<file path="src/rtl/gray_sync_rx_pkg.sv">
// Shared types and helpers for the gray-code pointer receiver.
// gray_to_bin works on a fixed 32-bit word, and the mask limits it to the active width.
package gray_sync_rx_pkg;

    localparam int unsigned SYNC_STAGES_MIN = 2;
    localparam int unsigned SYNC_STAGES_MAX = 4;

    typedef enum logic [0:0] {
        StWarmup,
        StRun
    } state_e;

    function automatic logic [31:0] gray_to_bin(input logic [31:0] gray, input logic [31:0] mask);
        logic [31:0] g;
        logic [31:0] b;
        g     = gray & mask;
        b[31] = g[31];
        for (int i = 30; i >= 0; i--) begin
            b[i] = b[i+1] ^ g[i];
        end
        return b & mask;
    endfunction

    function automatic logic [5:0] popcount(input logic [31:0] v);
        logic [5:0] n;
        n = '0;
        for (int i = 0; i < 32; i++) begin
            n = n + 6'(v[i]);
        end
        return n;
    endfunction

endpackage

</file>
<file path="src/rtl/gray_sync_rx_if.sv">
// Bus bundle between the gray receiver and the logic that consumes it.
interface gray_sync_rx_if #(
    parameter int unsigned WIDTH = 8
);

    logic [WIDTH-1:0] gray_in;
    logic             err_clr;
    logic [WIDTH-1:0] gray_sync;
    logic [WIDTH-1:0] bin_out;
    logic [WIDTH-1:0] delta;
    logic             changed;
    logic             err_multibit;
    logic             err_sticky;
    logic             ready;

    modport master (
        output gray_in, err_clr,
        input  gray_sync, bin_out, delta, changed, err_multibit, err_sticky, ready
    );

    modport slave (
        input  gray_in, err_clr,
        output gray_sync, bin_out, delta, changed, err_multibit, err_sticky, ready
    );

endinterface

</file>
<file path="src/rtl/gray_sync_rx_chain.sv">
// Plain WIDTH x SYNC_STAGES flop synchronizer with no logic between stages.
// It is kept as its own module so that CDC constraints can name it directly.
module gray_sync_chain #(
    parameter int unsigned WIDTH       = 8,
    parameter int unsigned SYNC_STAGES = 2
) (
    input  logic             clk,
    input  logic             nrst,
    input  logic [WIDTH-1:0] i_d,
    output logic [WIDTH-1:0] o_q
);

    logic [WIDTH-1:0] r_stage [SYNC_STAGES];

    always_ff @(posedge clk or negedge nrst) begin
        if (!nrst) begin
            for (int k = 0; k < SYNC_STAGES; k++) begin
                r_stage[k] <= '0;
            end
        end else begin
            r_stage[0] <= i_d;
            for (int k = 1; k < SYNC_STAGES; k++) begin
                r_stage[k] <= r_stage[k-1];
            end
        end
    end

    assign o_q = r_stage[SYNC_STAGES-1];

endmodule

</file>
<file path="src/rtl/gray_sync_rx.sv">
// Receives a gray-coded pointer from a foreign domain and produces its binary value,
// a change pulse with the modulo step, and a multi-bit error flag.
module gray_sync_rx #(
    parameter int unsigned WIDTH       = 8,
    parameter int unsigned SYNC_STAGES = 2
) (
    input  logic          clk,
    input  logic          nrst,
    gray_sync_rx_if.slave bus
);

    import gray_sync_rx_pkg::*;

    if (SYNC_STAGES < SYNC_STAGES_MIN || SYNC_STAGES > SYNC_STAGES_MAX) begin : g_bad_stages
        $error("gray_sync_rx: SYNC_STAGES out of range");
    end
    if (WIDTH < 2 || WIDTH > 32) begin : g_bad_width
        $error("gray_sync_rx: WIDTH out of range");
    end

    localparam logic [31:0] Mask = 32'hFFFF_FFFF >> (32 - WIDTH);
    localparam int unsigned CntW = $clog2(SYNC_STAGES + 1);

    logic [WIDTH-1:0] w_gray_sync;
    logic [WIDTH-1:0] w_bin;
    logic [WIDTH-1:0] w_prev_bin;
    logic [5:0]       w_diff_bits;

    state_e           r_state_q, w_state_d;
    logic [CntW-1:0]  r_cnt_q, w_cnt_d;
    logic [WIDTH-1:0] r_prev_q, w_prev_d;
    logic [WIDTH-1:0] r_bin_q;
    logic [WIDTH-1:0] r_delta_q, w_delta_d;
    logic             r_changed_q, w_changed_d;
    logic             r_err_q, w_err_d;
    logic             r_sticky_q, w_sticky_d;
    logic             r_ready_q, w_ready_d;

    gray_sync_chain #(
        .WIDTH       (WIDTH),
        .SYNC_STAGES (SYNC_STAGES)
    ) u_chain (
        .clk  (clk),
        .nrst (nrst),
        .i_d  (bus.gray_in),
        .o_q  (w_gray_sync)
    );

    assign w_bin       = WIDTH'(gray_to_bin(32'(w_gray_sync), Mask));
    assign w_prev_bin  = WIDTH'(gray_to_bin(32'(r_prev_q), Mask));
    assign w_diff_bits = popcount(32'(w_gray_sync ^ r_prev_q));

    always_comb begin
        w_state_d   = r_state_q;
        w_cnt_d     = r_cnt_q;
        w_prev_d    = r_prev_q;
        w_delta_d   = '0;
        w_changed_d = 1'b0;
        w_err_d     = 1'b0;
        w_ready_d   = r_ready_q;
        unique case (r_state_q)
            StWarmup: begin
                // Seed the reference sample once the chain has flushed out pre-reset data.
                if (r_cnt_q == CntW'(SYNC_STAGES)) begin
                    w_prev_d  = w_gray_sync;
                    w_state_d = StRun;
                end else begin
                    w_cnt_d = r_cnt_q + CntW'(1);
                end
            end
            StRun: begin
                w_ready_d = 1'b1;
                if (w_gray_sync != r_prev_q) begin
                    w_changed_d = 1'b1;
                    w_delta_d   = w_bin - w_prev_bin;
                    w_prev_d    = w_gray_sync;
                    w_err_d     = (w_diff_bits > 6'd1);
                end
            end
            default: w_state_d = StWarmup;
        endcase
        // A new error takes priority over a simultaneous clear.
        w_sticky_d = w_err_d | (r_sticky_q & ~bus.err_clr);
    end

    always_ff @(posedge clk or negedge nrst) begin
        if (!nrst) begin
            r_state_q   <= StWarmup;
            r_cnt_q     <= '0;
            r_prev_q    <= '0;
            r_bin_q     <= '0;
            r_delta_q   <= '0;
            r_changed_q <= 1'b0;
            r_err_q     <= 1'b0;
            r_sticky_q  <= 1'b0;
            r_ready_q   <= 1'b0;
        end else begin
            r_state_q   <= w_state_d;
            r_cnt_q     <= w_cnt_d;
            r_prev_q    <= w_prev_d;
            r_bin_q     <= w_bin;
            r_delta_q   <= w_delta_d;
            r_changed_q <= w_changed_d;
            r_err_q     <= w_err_d;
            r_sticky_q  <= w_sticky_d;
            r_ready_q   <= w_ready_d;
        end
    end

    assign bus.gray_sync    = w_gray_sync;
    assign bus.bin_out      = r_bin_q;
    assign bus.delta        = r_delta_q;
    assign bus.changed      = r_changed_q;
    assign bus.err_multibit = r_err_q;
    assign bus.err_sticky   = r_sticky_q;
    assign bus.ready        = r_ready_q;

endmodule

</file>
<file path="src/flat_wrapper.sv">
// flat-port wrapper written by rule: the top's interface ports become plain ports
module gray_sync_rx_flat import gray_sync_rx_pkg::*;
#(
    parameter int unsigned WIDTH       = 8,
    parameter int unsigned SYNC_STAGES = 2
)
  (clk, nrst, bus_gray_in, bus_err_clr, bus_gray_sync, bus_bin_out, bus_delta, bus_changed, bus_err_multibit, bus_err_sticky, bus_ready);
  gray_sync_rx_if #(.WIDTH(WIDTH)) bus_i ();
  input  logic clk;
  input  logic nrst;
  input wire logic [$bits(bus_i.gray_in)-1:0] bus_gray_in;
  input wire logic [$bits(bus_i.err_clr)-1:0] bus_err_clr;
  output wire logic [$bits(bus_i.gray_sync)-1:0] bus_gray_sync;
  output wire logic [$bits(bus_i.bin_out)-1:0] bus_bin_out;
  output wire logic [$bits(bus_i.delta)-1:0] bus_delta;
  output wire logic [$bits(bus_i.changed)-1:0] bus_changed;
  output wire logic [$bits(bus_i.err_multibit)-1:0] bus_err_multibit;
  output wire logic [$bits(bus_i.err_sticky)-1:0] bus_err_sticky;
  output wire logic [$bits(bus_i.ready)-1:0] bus_ready;
  assign bus_i.gray_in = bus_gray_in;
  assign bus_i.err_clr = bus_err_clr;
  assign bus_gray_sync = bus_i.gray_sync;
  assign bus_bin_out = bus_i.bin_out;
  assign bus_delta = bus_i.delta;
  assign bus_changed = bus_i.changed;
  assign bus_err_multibit = bus_i.err_multibit;
  assign bus_err_sticky = bus_i.err_sticky;
  assign bus_ready = bus_i.ready;
  gray_sync_rx #(.WIDTH(WIDTH), .SYNC_STAGES(SYNC_STAGES)) u_core (.clk(clk), .nrst(nrst), .bus(bus_i));
endmodule
</file>
<file path="config.mk">
export PLATFORM = sky130hd
export DESIGN_NAME = gray_sync_rx_flat
export DESIGN_NICKNAME = d
export VERILOG_FILES = /design/src/rtl/gray_sync_rx_pkg.sv /design/src/rtl/gray_sync_rx_if.sv /design/src/rtl/gray_sync_rx_chain.sv /design/src/rtl/gray_sync_rx.sv /design/src/flat_wrapper.sv
export SDC_FILE = /design/constraint.sdc
export NUM_CORES = 1
export LEC_CHECK = 0
export CELL_PAD_IN_SITES_DETAIL_PLACEMENT = 1
export CELL_PAD_IN_SITES_GLOBAL_PLACEMENT = 1
export CORE_ASPECT_RATIO = 1.75
export CORE_MARGIN = 3
export CORE_UTILIZATION = 42
export DETAILED_ROUTE_END_ITERATION = 7
export GPL_TIMING_DRIVEN = 1
export PLACE_DENSITY_LB_ADDON = 0.1
export SLEW_MARGIN = 20
export SYNTH_ARGS = -nofsm -noshare
export SYNTH_HDL_FRONTEND = slang
export SYNTH_SLANG_ARGS = --single-unit
</file>
<file path="constraint.sdc">
create_clock -name clk -period 3.68 [get_ports clk]
set_input_delay 0.736 -clock clk [delete_from_list [all_inputs] [get_ports clk]]
set_output_delay 0.736 -clock clk [all_outputs]
set_load 0.02 [all_outputs]
</file>
==> results.toml, run 1 <==
[synth]
yosys_most_used_dff = "dfrtp_1"
synth.distinct_cells = 28
yosysWarnings = 0
async_flop_share = 1.00
ys_top_cells_by_area = "dfrtp_1 (54%), ha_1 (6.9%), xor2_1 (5.2%)"
syn_nets = 193
synth.cells.most_frequent = "dfrtp_1 (47), inv_1 (17), xor2_1 (13), ha_1 (12), xnor2_1 (11)"
synth_top_area_cell = "dfrtp_1"
synth_top_area_share = 0.541
avgSynthCellArea_um2 = 13.2
yosysMostFrequentCell = "dfrtp_1"
ys_seq_elements = 47
synth_area_um2 = 2170
synthCells = 165
synth-edff-count = 0
ys_seq_area_frac = 0.541

[worst_setup_path]
max_stage_delay_ns = 0.55
path_class = "reg2reg"
worstPathRequired_ns = 3.92
slowest_stage = "fa_1"
cp-start-kind = "flop"
arrival_ns = 3.71
path_max_fanout = 3
end_kind = "flop"
worst_r2r_path_depth = 14
cp_top_family = "adder cells"
crit_cells = 14
crit_top_cell = "inv_1"
worst-path-buf-inv = 4
path_cells = "xor2_1 -> inv_1 -> ha_1 -> fa_1 -> inv_1 -> fa_1 -> inv_1 -> fa_2 -> inv_1 -> fa_2 -> a211oi_2 -> mux2_4 -> a21oi_2 -> a21o_1"

[drt]
routed_wl_um = 4180
remaining_drc_errors = 0
via_count = 1301
ant_nets = 0
viasPerCell = 4.87
wl_per_cell_um = 15.7
drt-initial-drc-count = 30
dr.pass1.iters = 3

[min_path]
hold_depth = 0
hp-class = "reg2reg"

[timing]
hold_slack_ns = 0.353
finalWorstSetupSlack_ns = 0.209
max_slew_margin = 0.624
worstMarginPinSlew_ns = 0.564
drv_slew = 0
worst_clock_skew_ns = 0.00474
setup_viol = 0
finalHoldViolations = 0
fin_crit_sh = 0.943
fmax_ghz = 0.288
fin_crit_ns = 3.47

[global_routing]
grt_usage = 0.151
grt_first_pass_wirelength_um = 6620
grt_pass1_vias = 1407
antenna_found_initial = 0
grt_max_degree = 48
grt-ovfl-total = 0

[place]
io_buffers = 38
dpl_cell_area_um2 = 2590
dp_slack_ns = 0.0168
place.gp.congestion = 0.767
post-dp-hpwl_um = 3260

[final_layout]
drive_gt1_frac = 0.207
final_util = 0.559
diodes = 0
syn_to_final_growth_pct = 28.1
layout.nets = 241
final_area_um2 = 2780

[cts]
cts_tree = "done"
root_buffer = "clkbuf_8"
clock_latency_ns = 0.29
cts_buffers = 5
clock_sinks = 47
clk_pin_slew_worst_paths_ns = 0.08
clock_path_buffers = 2
htreeDepth = 2

[floorplan]
chipHeight_um = 101
die_area_um2 = 6110
rows = 34
core_um2 = 4980
ioPinCount = 39
die_w_um = 60.4
initial_core_util = 0.437

[run_status]
status = "completed"

[job]
maxCapViolCount = 0

[power]
p_leak_nw = 1.24
peakVddDrop_uv = 509
power_density_nw_per_um2 = 638
[cell families after synthesis]
family                   Yosys count  synth area share
flip-flops                        47             0.541
XOR/XNOR                          30             0.142
buffers and inverters             26            0.0604
AND/OR/NAND/NOR                   20            0.0443
adder cells (fa/ha/maj)           17             0.115
AO/OA/AOI/OAI                     16            0.0507
multiplexers                       9            0.0466
[per-stage QoR]
step / power [W] / std cells / TNS (ns)
3_3_place_gp: 0.00135 / 253 / 0
5_1_grt: 0.00190 / 267 / -0.0462
4_1_cts: 0.00175 / 260 / 0
2_1_floorplan: 0.00109 / 165 / 0
6_report: 0.00178 / 267 / 0
3_5_place_dp: 0.00138 / 253 / 0
[flip-flops by register name, summed over array words and instances (netlist names)]
name and cells:
u_core.bus.err_multibit 1, u_core.bus.ready 1, u_core.r_state_q 1, u_core.bus.err_sticky 1, u_core.bus.bin_out 8, u_core.u_chain.o_q 8
u_core.bus.delta 8, u_core.r_prev_q 8, u_core.r_cnt_q 2, u_core.bus.changed 1, u_core.u_chain.r_stage 8
[layout make-up]
cell class	count	area, µm²
inverter	17	63.8
clock buffer	5	68.8
multi-input combinational	92	902
clock inverter	2	37.5
tap	54	67.6
timing repair buffer	50	468
fill	514	2190
sequential	47	1180
[repair_timing]
action / 4_1_cts / 5_1_grt
hold endpoints to repair: 0 / 0
hold buffers: 0 / 0
resized for setup: 0 / 8
setup buffers: 0 / 7
setup endpoints to repair: 0 / 3
[placed cells by master, fill, tap and decap left out, types with 2 or more instances in the layout]
| cell type | n |
|---|---|
| a21o_1 | 2 |
| a21oi_2 | 3 |
| buf_4 | 13 |
| clkbuf_8 | 5 |
| clkdlybuf4s50_1 | 37 |
| dfrtp_1 | 47 |
| fa_1 | 3 |
| fa_2 | 2 |
| ha_1 | 12 |
| inv_1 | 17 |
| mux2_2 | 8 |
| nand2_1 | 3 |
| nor2_1 | 7 |
| nor3_1 | 3 |
| o21a_1 | 4 |
| o21ai_0 | 2 |
| or3_1 | 2 |
| xnor2_1 | 10 |
| xnor2_2 | 4 |
| xor2_1 | 12 |
| xor2_2 | 4 |
[where the power goes]
part,switching [W],internal (W)
Combinational,0.000390,0.000386
Clock,0.000163,0.000198
Sequential,0.0000335,0.000605
[worst paths after layout]
check                                                 from                    end  slack (ns)
worst max-delay path                    u_core.r_prev_q[1]  u_core.bus.err_sticky        0.21
worst min-delay path            u_core.u_chain.r_stage[12]  u_core.u_chain.o_q[4]        0.35
worst max register to register          u_core.r_prev_q[1]  u_core.bus.err_sticky        0.21
worst min register to register  u_core.u_chain.r_stage[12]  u_core.u_chain.o_q[4]        0.35
max in group asynchronous                             nrst     u_core.r_prev_q[5]        2.86
min in group asynchronous                             nrst    u_core.bus.delta[4]        0.43
[metal layers]
layer / track usage / up-vias / part of all wire
li1: - / 608 / -
met1: 0.134 / 655 / 0.31
met2: 0.298 / 31 / 0.62
met3: 0.0370 / 7 / 0.047
met4: 0.0648 / 0 / 0.020
met5: 0 / - / 0
(Power assumes the default switching activity.)
==> inputs of run 2 (changes only) <==
ABC_CLOCK_PERIOD_IN_PS = 3680   (was not set)
SKIP_CTS_REPAIR_TIMING = 1   (was not set)
==> results of run 2 <==
The final DEF is identical to that of run 1; final timing and power are the same.
==> inputs of run 3 (changes only) <==
SLEW_MARGIN = 40   (was 20)
==> run 3 against run 2 <==
Against the previous run: critical path depth stayed put; worst setup slack got worse by 0.010 ns; clock power about the same; largest cell class unchanged; critical endpoint unchanged; fmax shrank 0.30%.
==> results.toml, run 3 (synthesis results as in run 1) <==
[run_status]
status = "completed"

[worst_setup_path]
cp_top_family = "adder cells"
slowest_stage = "fa_1"
arrival_ns = 3.68
max_stage_delay_ns = 0.55
worstPathRequired_ns = 3.87
r2r-start = "u_core.r_prev_q[1]"
end_kind = "flop"
worst-path-buf-inv = 4
path_cells = "xor2_1 -> inv_1 -> ha_1 -> fa_1 -> inv_1 -> fa_1 -> inv_1 -> fa_2 -> inv_1 -> fa_2 -> a211oi_2 -> mux2_4 -> a21oi_2 -> a21o_1"
cp-startpoint = "u_core.r_prev_q[1]"
path_max_fanout = 3
path_class = "reg2reg"
crit_top_cell = "inv_1"
cp-start-kind = "flop"

[drt]
routed_wl_um = 4050
dr.pass1.iters = 2
drt-initial-drc-count = 18
wl_per_cell_um = 15.2
ant_nets = 0
remaining_drc_errors = 0
viasPerCell = 4.85
via_count = 1294

[final_layout]
fillers = 517
stdcell_count = 267
layout_common_cells = "dfrtp_1 (47), clkdlybuf4s50_1 (37), inv_1 (17), buf_4 (13)"
final_area_um2 = 2780
multiInputGateArea_um2 = 902
layout.nets = 241
final_common_cell = "dfrtp_1"
ff_latch_area_um2 = 1180
diodes = 0
drive_gt1_frac = 0.207
syn_to_final_growth_pct = 28.1

[timing]
drv_slew = 0
worstMarginPinSlew_ns = 0.573
finalWorstSetupSlack_ns = 0.198
rsz0062_at_grt = "false"
setup_viol = 0
max_slew_margin = 0.618
fin_crit_ns = 3.48
fin_crit_sh = 0.946
fmax_ghz = 0.287
finalHoldViolations = 0
tns_ns = 0
worst_clock_skew_ns = 0.00514

[min_path]
hp-class = "reg2reg"
min-delay-start = "u_core.u_chain.r_stage[12]"

[power]
peakVddDrop_uv = 510
p_leak_nw = 1.24
power_w = 0.00177
power_density_nw_per_um2 = 634

[global_routing]
grt_max_degree = 48
grt-ovfl-total = 0
grt_pass1_vias = 1397
grt_usage = 0.150
grt_first_pass_wirelength_um = 6580
antenna_found_initial = 0

[cts]
clock_sinks = 47
clk_pin_slew_worst_paths_ns = 0.08
cts_buffers = 5
htreeDepth = 2
cts_tree = "done"
clock_path_buffers = 2
root_buffer = "clkbuf_8"
clock_latency_ns = 0.29

[place]
post-dp-hpwl_um = 3260
dpl_cell_area_um2 = 2590
dp_slack_ns = 0.0172
dp_cells = 253
io_buffers = 38
place.gp.congestion = 0.767

[job]
maxCapViolCount = 0

[floorplan]
core_um2 = 4980
rows = 34
ioPinCount = 39
die_w_um = 60.4
die_area_um2 = 6110
initial_core_util = 0.437
chipHeight_um = 101
==> run 3: cell counts in the layout (fill, tap and decap cells not counted) <==
Identical to the previous run, type by type.
==> run 3: power by group <==
part	total, W	internal, W	switching, W
sequential	0.000638	0.000605	0.0000332
combinational	0.000767	0.000385	0.000382
clock	0.000360	0.000198	0.000162
==> run 3: worst paths after layout <==
path / endpoint / slack [ns] / cells past startpoint
setup / recovery: u_core.bus.err_sticky / 0.20 / 14
hold / removal: u_core.u_chain.o_q[4] / 0.35 / 0
setup reg to reg: u_core.bus.err_sticky / 0.20 / 14
hold reg to reg: u_core.u_chain.o_q[4] / 0.35 / 0
max in group asynchronous: u_core.r_prev_q[5] / 2.86 / 1
min in group asynchronous: u_core.bus.delta[4] / 0.43 / 1
==> run 3: worst register-to-register path, stage by stage (launching register included) <==
cell	delay, ns
dfrtp_1	0.41
xor2_1	0.19
inv_1	0.07
ha_1	0.32
fa_1	0.55
inv_1	0.06
fa_1	0.46
inv_1	0.09
fa_2	0.22
inv_1	0.06
fa_2	0.35
a211oi_2	0.22
mux2_4	0.18
a21oi_2	0.05
a21o_1	0.16
==> run 3: through the flow <==
step                hold WS [ns]   util
floorplan                  0.331      -
global placement           0.332  0.520
detailed placement         0.336  0.520
CTS                        0.357  0.541
global route               0.364  0.559
finish                     0.353  0.559
==> run 3: final cells by class <==
| cell class | instances | share of cell area |
|---|---|---|
| repair buffers | 50 | 0.168 |
| flip-flops and latches | 47 | 0.422 |
| well taps | 54 | 0.0243 |
| clock buffers | 5 | 0.0247 |
| inverters | 17 | 0.0229 |
| multi-input cells | 92 | 0.324 |
| clock inverters | 2 | 0.0135 |
==> run 3: routing by layer <==
layer / track usage / vias to the layer above / routed length (µm)
met2: 0.294 / 31 / 2490
met3: 0.0344 / 7 / 187
met1: 0.136 / 650 / 1290
met5: 0 / - / 0
met4: 0.0648 / 0 / 82
li1: - / 606 / -
